File: src/rtl/f1_start_ctrl_if.sv
// Handshake bundle between the race-start sequencer and its environment.
// The sequencer connects through the slave modport; the driver side uses master.
interface f1_start_ctrl_if #(
  parameter int unsigned RT_W = 16
);
  logic            trigger;
  logic            btn;
  logic [7:0]      lfsr_data;
  logic            lfsr_en;
  logic [7:0]      lights;
  logic            busy;
  logic            done;
  logic [RT_W-1:0] react_time;
  logic            jump_start;

  modport master (
    output trigger, btn, lfsr_data,
    input  lfsr_en, lights, busy, done, react_time, jump_start
  );

  modport slave (
    input  trigger, btn, lfsr_data,
    output lfsr_en, lights, busy, done, react_time, jump_start
  );
endinterface

File: src/rtl/f1_start_ctrl.sv
// Race-start sequencer: fills eight lights one per tick, holds for an LFSR-derived
// number of ticks, then times the driver's reaction from lights-out to button press.
module f1_start_ctrl #(
  parameter int unsigned TICK_CYCLES = 4,
  parameter int unsigned RT_W        = 16
) (
  input logic            clk,
  input logic            rst,
  f1_start_ctrl_if.slave bus
);
  localparam int unsigned    TcntW    = $clog2(TICK_CYCLES);
  localparam logic [TcntW-1:0] TickLast = TcntW'(TICK_CYCLES - 1);
  localparam logic [RT_W-1:0]  RtMax    = '1;

  localparam logic [1:0] StIdle   = 2'd0;
  localparam logic [1:0] StLights = 2'd1;
  localparam logic [1:0] StHold   = 2'd2;
  localparam logic [1:0] StGo     = 2'd3;

  logic [1:0]       state_q, state_d;
  logic [TcntW-1:0] tcnt_q, tcnt_d;
  logic [7:0]       dly_q, dly_d;
  logic [RT_W-1:0]  rcnt_q, rcnt_d;
  logic [7:0]       lights_q, lights_d;
  logic             done_q, done_d;
  logic [RT_W-1:0]  react_q, react_d;
  logic             jump_q, jump_d;
  logic             timing, tick;

  assign timing = (state_q == StLights) || (state_q == StHold);
  assign tick   = timing && (tcnt_q == TickLast);

  always_comb begin
    state_d  = state_q;
    dly_d    = dly_q;
    rcnt_d   = rcnt_q;
    lights_d = lights_q;
    done_d   = 1'b0;
    react_d  = react_q;
    jump_d   = jump_q;

    unique case (state_q)
      StIdle: begin
        if (bus.trigger) begin
          state_d  = StLights;
          lights_d = 8'h00;
          react_d  = '0;
          jump_d   = 1'b0;
        end
      end
      StLights, StHold: begin
        // An early press wins over any tick landing in the same cycle.
        if (bus.btn) begin
          state_d  = StIdle;
          lights_d = 8'h00;
          react_d  = '0;
          jump_d   = 1'b1;
          done_d   = 1'b1;
        end else if (tick) begin
          if (state_q == StLights) begin
            lights_d = {lights_q[6:0], 1'b1};
            if (lights_q == 8'h7F) begin
              state_d = StHold;
              dly_d   = (bus.lfsr_data == 8'h00) ? 8'd1 : bus.lfsr_data;
            end
          end else if (dly_q == 8'd1) begin
            state_d  = StGo;
            lights_d = 8'h00;
            rcnt_d   = '0;
          end else begin
            dly_d = dly_q - 8'd1;
          end
        end
      end
      StGo: begin
        if (bus.btn) begin
          state_d = StIdle;
          react_d = rcnt_q;
          done_d  = 1'b1;
        end else if (rcnt_q == RtMax) begin
          state_d = StIdle;
          react_d = RtMax;
          done_d  = 1'b1;
        end else begin
          rcnt_d = rcnt_q + RT_W'(1);
        end
      end
      default: state_d = StIdle;
    endcase

    // Prescaler restarts on every state entry and only runs while lights are timed.
    if ((state_d != state_q) || !timing || tick) begin
      tcnt_d = '0;
    end else begin
      tcnt_d = tcnt_q + TcntW'(1);
    end
  end

  always_ff @(posedge clk) begin
    if (rst) begin
      state_q  <= StIdle;
      tcnt_q   <= '0;
      dly_q    <= 8'h00;
      rcnt_q   <= '0;
      lights_q <= 8'h00;
      done_q   <= 1'b0;
      react_q  <= '0;
      jump_q   <= 1'b0;
    end else begin
      state_q  <= state_d;
      tcnt_q   <= tcnt_d;
      dly_q    <= dly_d;
      rcnt_q   <= rcnt_d;
      lights_q <= lights_d;
      done_q   <= done_d;
      react_q  <= react_d;
      jump_q   <= jump_d;
    end
  end

  assign bus.lights     = lights_q;
  assign bus.busy       = (state_q != StIdle);
  assign bus.done       = done_q;
  assign bus.react_time = react_q;
  assign bus.jump_start = jump_q;
  assign bus.lfsr_en    = (state_q == StIdle) || (state_q == StLights);
endmodule

File: src/flat_wrapper.sv
// flat-port wrapper written by rule: the top's interface ports become plain ports
module f1_start_ctrl_flat 
#(
  parameter int unsigned TICK_CYCLES = 4,
  parameter int unsigned RT_W        = 16
)
  (clk, rst, bus_trigger, bus_btn, bus_lfsr_data, bus_lfsr_en, bus_lights, bus_busy, bus_done, bus_react_time, bus_jump_start);
  f1_start_ctrl_if #(.RT_W(RT_W)) bus_i ();
  input logic clk;
  input logic rst;
  input wire logic [$bits(bus_i.trigger)-1:0] bus_trigger;
  input wire logic [$bits(bus_i.btn)-1:0] bus_btn;
  input wire logic [$bits(bus_i.lfsr_data)-1:0] bus_lfsr_data;
  output wire logic [$bits(bus_i.lfsr_en)-1:0] bus_lfsr_en;
  output wire logic [$bits(bus_i.lights)-1:0] bus_lights;
  output wire logic [$bits(bus_i.busy)-1:0] bus_busy;
  output wire logic [$bits(bus_i.done)-1:0] bus_done;
  output wire logic [$bits(bus_i.react_time)-1:0] bus_react_time;
  output wire logic [$bits(bus_i.jump_start)-1:0] bus_jump_start;
  assign bus_i.trigger = bus_trigger;
  assign bus_i.btn = bus_btn;
  assign bus_i.lfsr_data = bus_lfsr_data;
  assign bus_lfsr_en = bus_i.lfsr_en;
  assign bus_lights = bus_i.lights;
  assign bus_busy = bus_i.busy;
  assign bus_done = bus_i.done;
  assign bus_react_time = bus_i.react_time;
  assign bus_jump_start = bus_i.jump_start;
  f1_start_ctrl #(.TICK_CYCLES(TICK_CYCLES), .RT_W(RT_W)) u_core (.clk(clk), .rst(rst), .bus(bus_i));
endmodule
File: config.mk
export PLATFORM = sky130hd
export DESIGN_NAME = f1_start_ctrl_flat
export DESIGN_NICKNAME = d
export VERILOG_FILES = /design/src/rtl/f1_start_ctrl_if.sv /design/src/rtl/f1_start_ctrl.sv /design/src/flat_wrapper.sv
export SDC_FILE = /design/constraint.sdc
export NUM_CORES = 1
export LEC_CHECK = 0
export BUFFER_PORTS_ARGS = -buffer_cell sky130_fd_sc_hd__buf_2
export CAP_MARGIN = 20
export CORE_UTILIZATION = 43
export DETAILED_ROUTE_END_ITERATION = 10
export GPL_ROUTABILITY_DRIVEN = 0
export PLACE_DENSITY_LB_ADDON = 0.2
export SYNTH_ARGS = -nofsm -noshare
export SYNTH_HDL_FRONTEND = slang
export SYNTH_SLANG_ARGS = --single-unit
File: constraint.sdc
create_clock -name clk -period 2.35 [get_ports clk]
set_clock_uncertainty 0.05 [all_clocks]
set_input_delay 0.705 -clock clk [delete_from_list [all_inputs] [get_ports clk]]
set_output_delay 0.705 -clock clk [all_outputs]
set_load 0.01 [all_outputs]
Word level (Yosys, flattened, before mapping). Cells that the tools add are included. W data, S select, Z words.

Flip-flop bits (word level): 54. Word-level logic and storage cells: 89.

Add/sub/neg operators: 3. Eq/ne operators: 21. Muxes and demuxes: 38. Bitwise gates (word level): 1. Reduce and logical (&&, ||, !) cells: 18.

Operator list (number): $mux W16 (10); $mux W8 (9); $pmux W16 S3 (1); $pmux W16 S2 (1); $add A16 B1 Y16 const B (1); $eq A16 B16 Y1 const B (1); $mux W2 (8); $pmux W8 S2 (1); $ne A2 B2 Y1 const B (7); $eq A8 B1 Y1 const B (1); $eq A8 B7 Y1 const B (1); $logic_not A8 Y1 (1); $sub A8 B1 Y8 const B (1); $reduce_and A7 Y1 (1); $eq A2 B2 Y1 const B (3); $ne A2 B1 Y1 const B (3); $ne A3 B2 Y1 const B (2); $pmux W2 S3 (1); $reduce_and A3 Y1 (2); $reduce_bool A2 Y1 (3); $mux W1 (5); $reduce_and A5 Y1 (1); $logic_or A1 B1 Y1 (4); $ne A4 B2 Y1 const B (1); other kinds (10) (12).

Logic depth before layout (Yosys ltp).
Word-level depth: 10. Depth in mapped cells: 9. Gate-level depth less buffers: 7.

Worst setup path after synthesis. Ideal clock, no wire load.

Kind: register -> register. Start: register u_core.state_q[0]. End: register u_core.rcnt_q[10]. Library setup time: 0.117 ns. Arrival time: 1.928 ns. Setup slack: 0.255 ns. Cell stages (with the launch flop): 10. Buffers on the path: 2. Period minus slack after synthesis: 2.095 ns. Cell sequence: dfxtp_1 > inv_1 > ha_1 > clkbuf_2 > nor4b_2 > a31oi_4 > buf_6 > nor4_1 > xnor2_1 > nor2_2.

Word-level cells in the longest chain between the ends: 5. Elaborated cells between the ends (all ways): 15. Those cells by class: 9 x eq/ne; 1 x mux; 5 x reduce/logical.

RTL lines: start: declaration (RTL line f1_start_ctrl.sv:20) `logic [1:0] state_q, state_d;`; start signal: assignment (RTL line f1_start_ctrl.sv:101) `state_q <= StIdle;`; start signal: assignment (RTL line f1_start_ctrl.sv:110) `state_q <= state_d;`; $eq A2 B1 Y1 / $eq A2 B2 Y1 (equally long branches) (RTL line f1_start_ctrl.sv:30, f1_start_ctrl.sv:42, f1_start_ctrl.sv:60); $logic_or A1 B1 Y1 (RTL line f1_start_ctrl.sv:30) `assign timing = (state_q == StLights) || (state_q == StHold);`; $logic_and A1 B1 Y1 (RTL line f1_start_ctrl.sv:31) `assign tick = timing && (tcnt_q == TickLast);`; $ne A2 B1 Y1 (no source line); $reduce_and A7 Y1 (no source line); end signal: assignment (RTL line f1_start_ctrl.sv:113) `rcnt_q <= rcnt_d;`; end: declaration (RTL line f1_start_ctrl.sv:23) `logic [RT_W-1:0] rcnt_q, rcnt_d;`.

Several ways; a longest one is shown, not always the timed one. A chain may end at the register's enable or synchronous reset.

Worst setup path after layout.
Start: register u_core.state_q[1]. End: output bus_lfsr_en.

Word-level cells in the longest chain between the ends: 2. Elaborated cells between the ends (all ways): 3. Those cells by class: 1 x eq/ne; 2 x reduce/logical.

RTL lines: $eq A2 B1 Y1 / $logic_not A2 Y1 (equally long branches) (RTL line f1_start_ctrl.sv:126) `assign bus.lfsr_en = (state_q == StIdle) || (state_q == StLights);`; $logic_or A1 B1 Y1 (*) (RTL line f1_start_ctrl.sv:126); end: declaration (RTL line flat_wrapper.sv:14) `output wire logic [$bits(bus_i.lfsr_en)-1:0] bus_lfsr_en;`.

Mark *: on every way between the ends. The rest lies on a longest branch, timed or not.

==> results.py <==
metrics = {
    "status": {
        "run_status": "finished, violations left",
        "violated_checks": "DRC",
    },
    "setup_path": {
        "cpLargestDelayFamily": "buffers and inverters",
        "worst_ep_required_time_ps": 1590,
        "criticalPathCategory": "reg -> out",
        "critical_path_arrival_ps": 1470,
        "critical_path.endpoint_type": "primary output",
        "crit_path_start_kind": "flop",
        "crit_path_max_fanout": 10,
        "slowest_stage": "dfxtp_1",
        "worst_path_largest_cell_delay_ps": 340,
        "cp_cell_sequence": "inv_1 > ha_2 > inv_1 > nand2_1 > buf_2",
        "critical_path.most_common_cell": "inv_1",
        "critPathBufInv": 3,
    },
    "clock_network": {
        "clkSinkCount": 54,
        "clk_latency_ps": 300,
        "post_cts_resized": 0,
        "cts_tree": "yes",
        "cts-buffers-inserted": 5,
        "cts.repair_timing.setup_buffer_count": 0,
        "cts_hold_buf": 0,
        "cts.clk_slew.worst_paths_ps": 90,
        "cts.htree.levels": 2,
        "clock-root-buffer": "clkbuf_8",
        "cts_max_path_buffers": 2,
    },
    "logic_synthesis": {
        "synth_area_sq_mm": 0.00292,
        "ys_dominant_reg_cell": "dfxtp_1",
        "syn_area_per_cell_sq_um": 9.02,
        "synth_cell_type_count": 60,
        "synth_top_cells_by_area": "dfxtp_1 (37%), a21oi_1 (5.3%), o2111ai_1 (4.8%)",
        "synth-edff-count": 0,
        "mappedNetlistNets": 343,
        "synth_top_cell_area_share": 0.370,
        "netlist_instances": 324,
        "async_reset_ff_frac": 0,
        "synth_top_area_cell": "dfxtp_1",
        "synth.top_cells.by_count": "dfxtp_1 (54), nor2_1 (34), a21oi_1 (31), o21ai_0 (17), o2111ai_1 (16)",
        "number_of_synthesized_register_bits": 54,
        "yosys_warnings": 0,
        "sequential_area_share_after_synthesis": 0.370,
        "post-synth-top-count-cell": "dfxtp_1",
    },
    "power_and_ir_drop": {
        "vdd.ir_drop.worst_v": 0.000242,
        "total_power_mw": 1.64,
        "clockPowerShare": 0.311,
        "switching_share": 0.274,
        "p_leak_nw": 1.18,
        "intPower_mw": 1.19,
        "p_sw_mw": 0.449,
        "powerDensity_mw_per_mm2": 500,
        "sequentialPowerShare": 0.565,
        "combPwrFrac": 0.124,
    },
    "sta": {
        "layout_worst_path_cycle_share": 0.949,
        "tightestPinTransition_ps": 560,
        "final.min_clock_period_ps": 2230,
        "hold_ws_ps": 394,
        "hold_violations": 0,
        "max-slew-margin-rel": 0.626,
        "final_max_slew_viol_count": 0,
        "fmax_mhz": 449,
        "setup-violations-final": 0,
    },
    "drt": {
        "detail_route.first_pass.iterations": 7,
        "drt_iter0_drc": 156,
        "routed-via-count": 2556,
        "via_per_inst": 5.81,
        "antenna_nets_post_route": 0,
        "remaining_drc_errors": 4,
        "wire_per_inst_um": 15.5,
        "wl_mm": 6.84,
    },
    "floorplanning": {
        "start_util": 0.453,
        "std_cell_rows": 29,
        "die-height_um": 84.4,
        "pin_count": 40,
        "die_area_sq_mm": 0.00713,
        "core_area_sq_mm": 0.00646,
        "die_x_um": 84.4,
    },
    "layout": {
        "insertedDiodeCount": 0,
        "drive_above_1_share": 0.253,
        "finish.net_count": 382,
        "area_growth_pct": 12.3,
        "fill_cells": 635,
        "finish.utilization": 0.508,
    },
    "grt": {
        "grt_pass1_wl_mm": 11.5,
        "number_of_global_route_vias_before_repair": 2412,
        "globalRouteOverflowTotal": 0,
        "pin_count_of_the_biggest_net_entering_global_routing": 24,
        "grt_usage": 0.196,
        "grt_antenna_before_repair": 0,
    },
    "job": {
        "cap_violations": 0,
    },
    "min_path": {
        "holdCritPathClass": "reg -> reg",
    },
    "place": {
        "detailedPlacementHpwl_mm": 4.84,
        "io_buffers": 39,
    },
}
==> stage by stage <==
stage	instances	area [sq um]	TNS, ps	setup slack, ps
3_5_place_dp	433	3140	0	96.0
6_report	440	3280	0	121
3_3_place_gp	433	3140	0	152
2_1_floorplan	324	2920	0	255
4_1_cts	440	3230	0	59.1
5_1_grt	440	3280	-26.3	-26.3
==> layout make-up <==
cell class / instances / area [sq um] / share of cell area
timing repair buffer: 53 / 300 / 0.0915
inverter: 9 / 33.8 / 0.0103
clock buffer: 5 / 68.8 / 0.0210
clock inverter: 2 / 15.0 / 0.00457
sequential: 54 / 1080 / 0.330
tap: 77 / 96.3 / 0.0293
multi-input combinational: 240 / 1690 / 0.514
==> worst paths after layout <==
check / cells past startpoint / to / slack (ps) / startpoint
setup / recovery: 5 / bus_lfsr_en / 120 / u_core.state_q[1]$_SDFF_PP0_
hold / removal: 1 / u_core.tcnt_q[0]$_SDFF_PP0_ / 390 / u_core.tcnt_q[0]$_SDFF_PP0_
setup reg to reg: 7 / u_core.rcnt_q[15]$_SDFFE_PP0P_ / 150 / u_core.state_q[1]$_SDFF_PP0_
hold reg to reg: 1 / u_core.tcnt_q[0]$_SDFF_PP0_ / 390 / u_core.tcnt_q[0]$_SDFF_PP0_
==> power groups by stage <==
stage	clock, mW	combinational (mW)	sequential (mW)
global placement	0	0.191	0.947
global route	0.566	0.227	0.929
CTS	0.530	0.194	0.926
detailed placement	0	0.193	0.947
finish	0.510	0.203	0.928
floorplan	0	0.141	0.947
==> registers in the layout (all words and copies together), names as in the netlist <==
name and cells:
u_core.bus.react_time 16, u_core.rcnt_q 16, u_core.bus.lights 8, u_core.dly_q 8
u_core.state_q 2, u_core.tcnt_q 2, u_core.bus.done 1, u_core.bus.jump_start 1
==> routing by layer <==
metal  part of all wire  track usage
met1               0.47        0.264
met2               0.49        0.335
met3              0.035       0.0305
met4             0.0066       0.0416
met5                  0            0
==> cell families after synthesis <==
logic type               count (synthesis)  share of synthesized area
AO/OA/AOI/OAI                          100                      0.233
XOR/XNOR                                14                     0.0420
adder cells (fa/ha/maj)                  7                     0.0300
buffers and inverters                   30                     0.0719
flip-flops                              54                      0.370
multiplexers                             2                    0.00685
AND/OR/NAND/NOR                        117                      0.246
==> layout by cell type (no fill, tap or decap), types with 3 or more instances in the layout <==
| cell | count |
|---|---|
| buf_2 | 39 |
| nor2_1 | 33 |
| o21ai_0 | 17 |
| o21ai_1 | 10 |
| a22o_1 | 7 |
| o2111ai_1 | 16 |
| nand3_1 | 8 |
| nand2b_1 | 3 |
| dfxtp_1 | 53 |
| inv_1 | 9 |
| buf_4 | 14 |
| nand2_1 | 12 |
| nor3_2 | 3 |
| a211oi_1 | 3 |
| nand4_1 | 7 |
| clkbuf_8 | 5 |
| nor3_1 | 12 |
| a21oi_1 | 31 |
| xnor2_1 | 14 |
| nor4_2 | 4 |
| nor2_2 | 4 |
| nor4_1 | 8 |
| ha_1 | 5 |
Power figures use the tool's default switching activity.
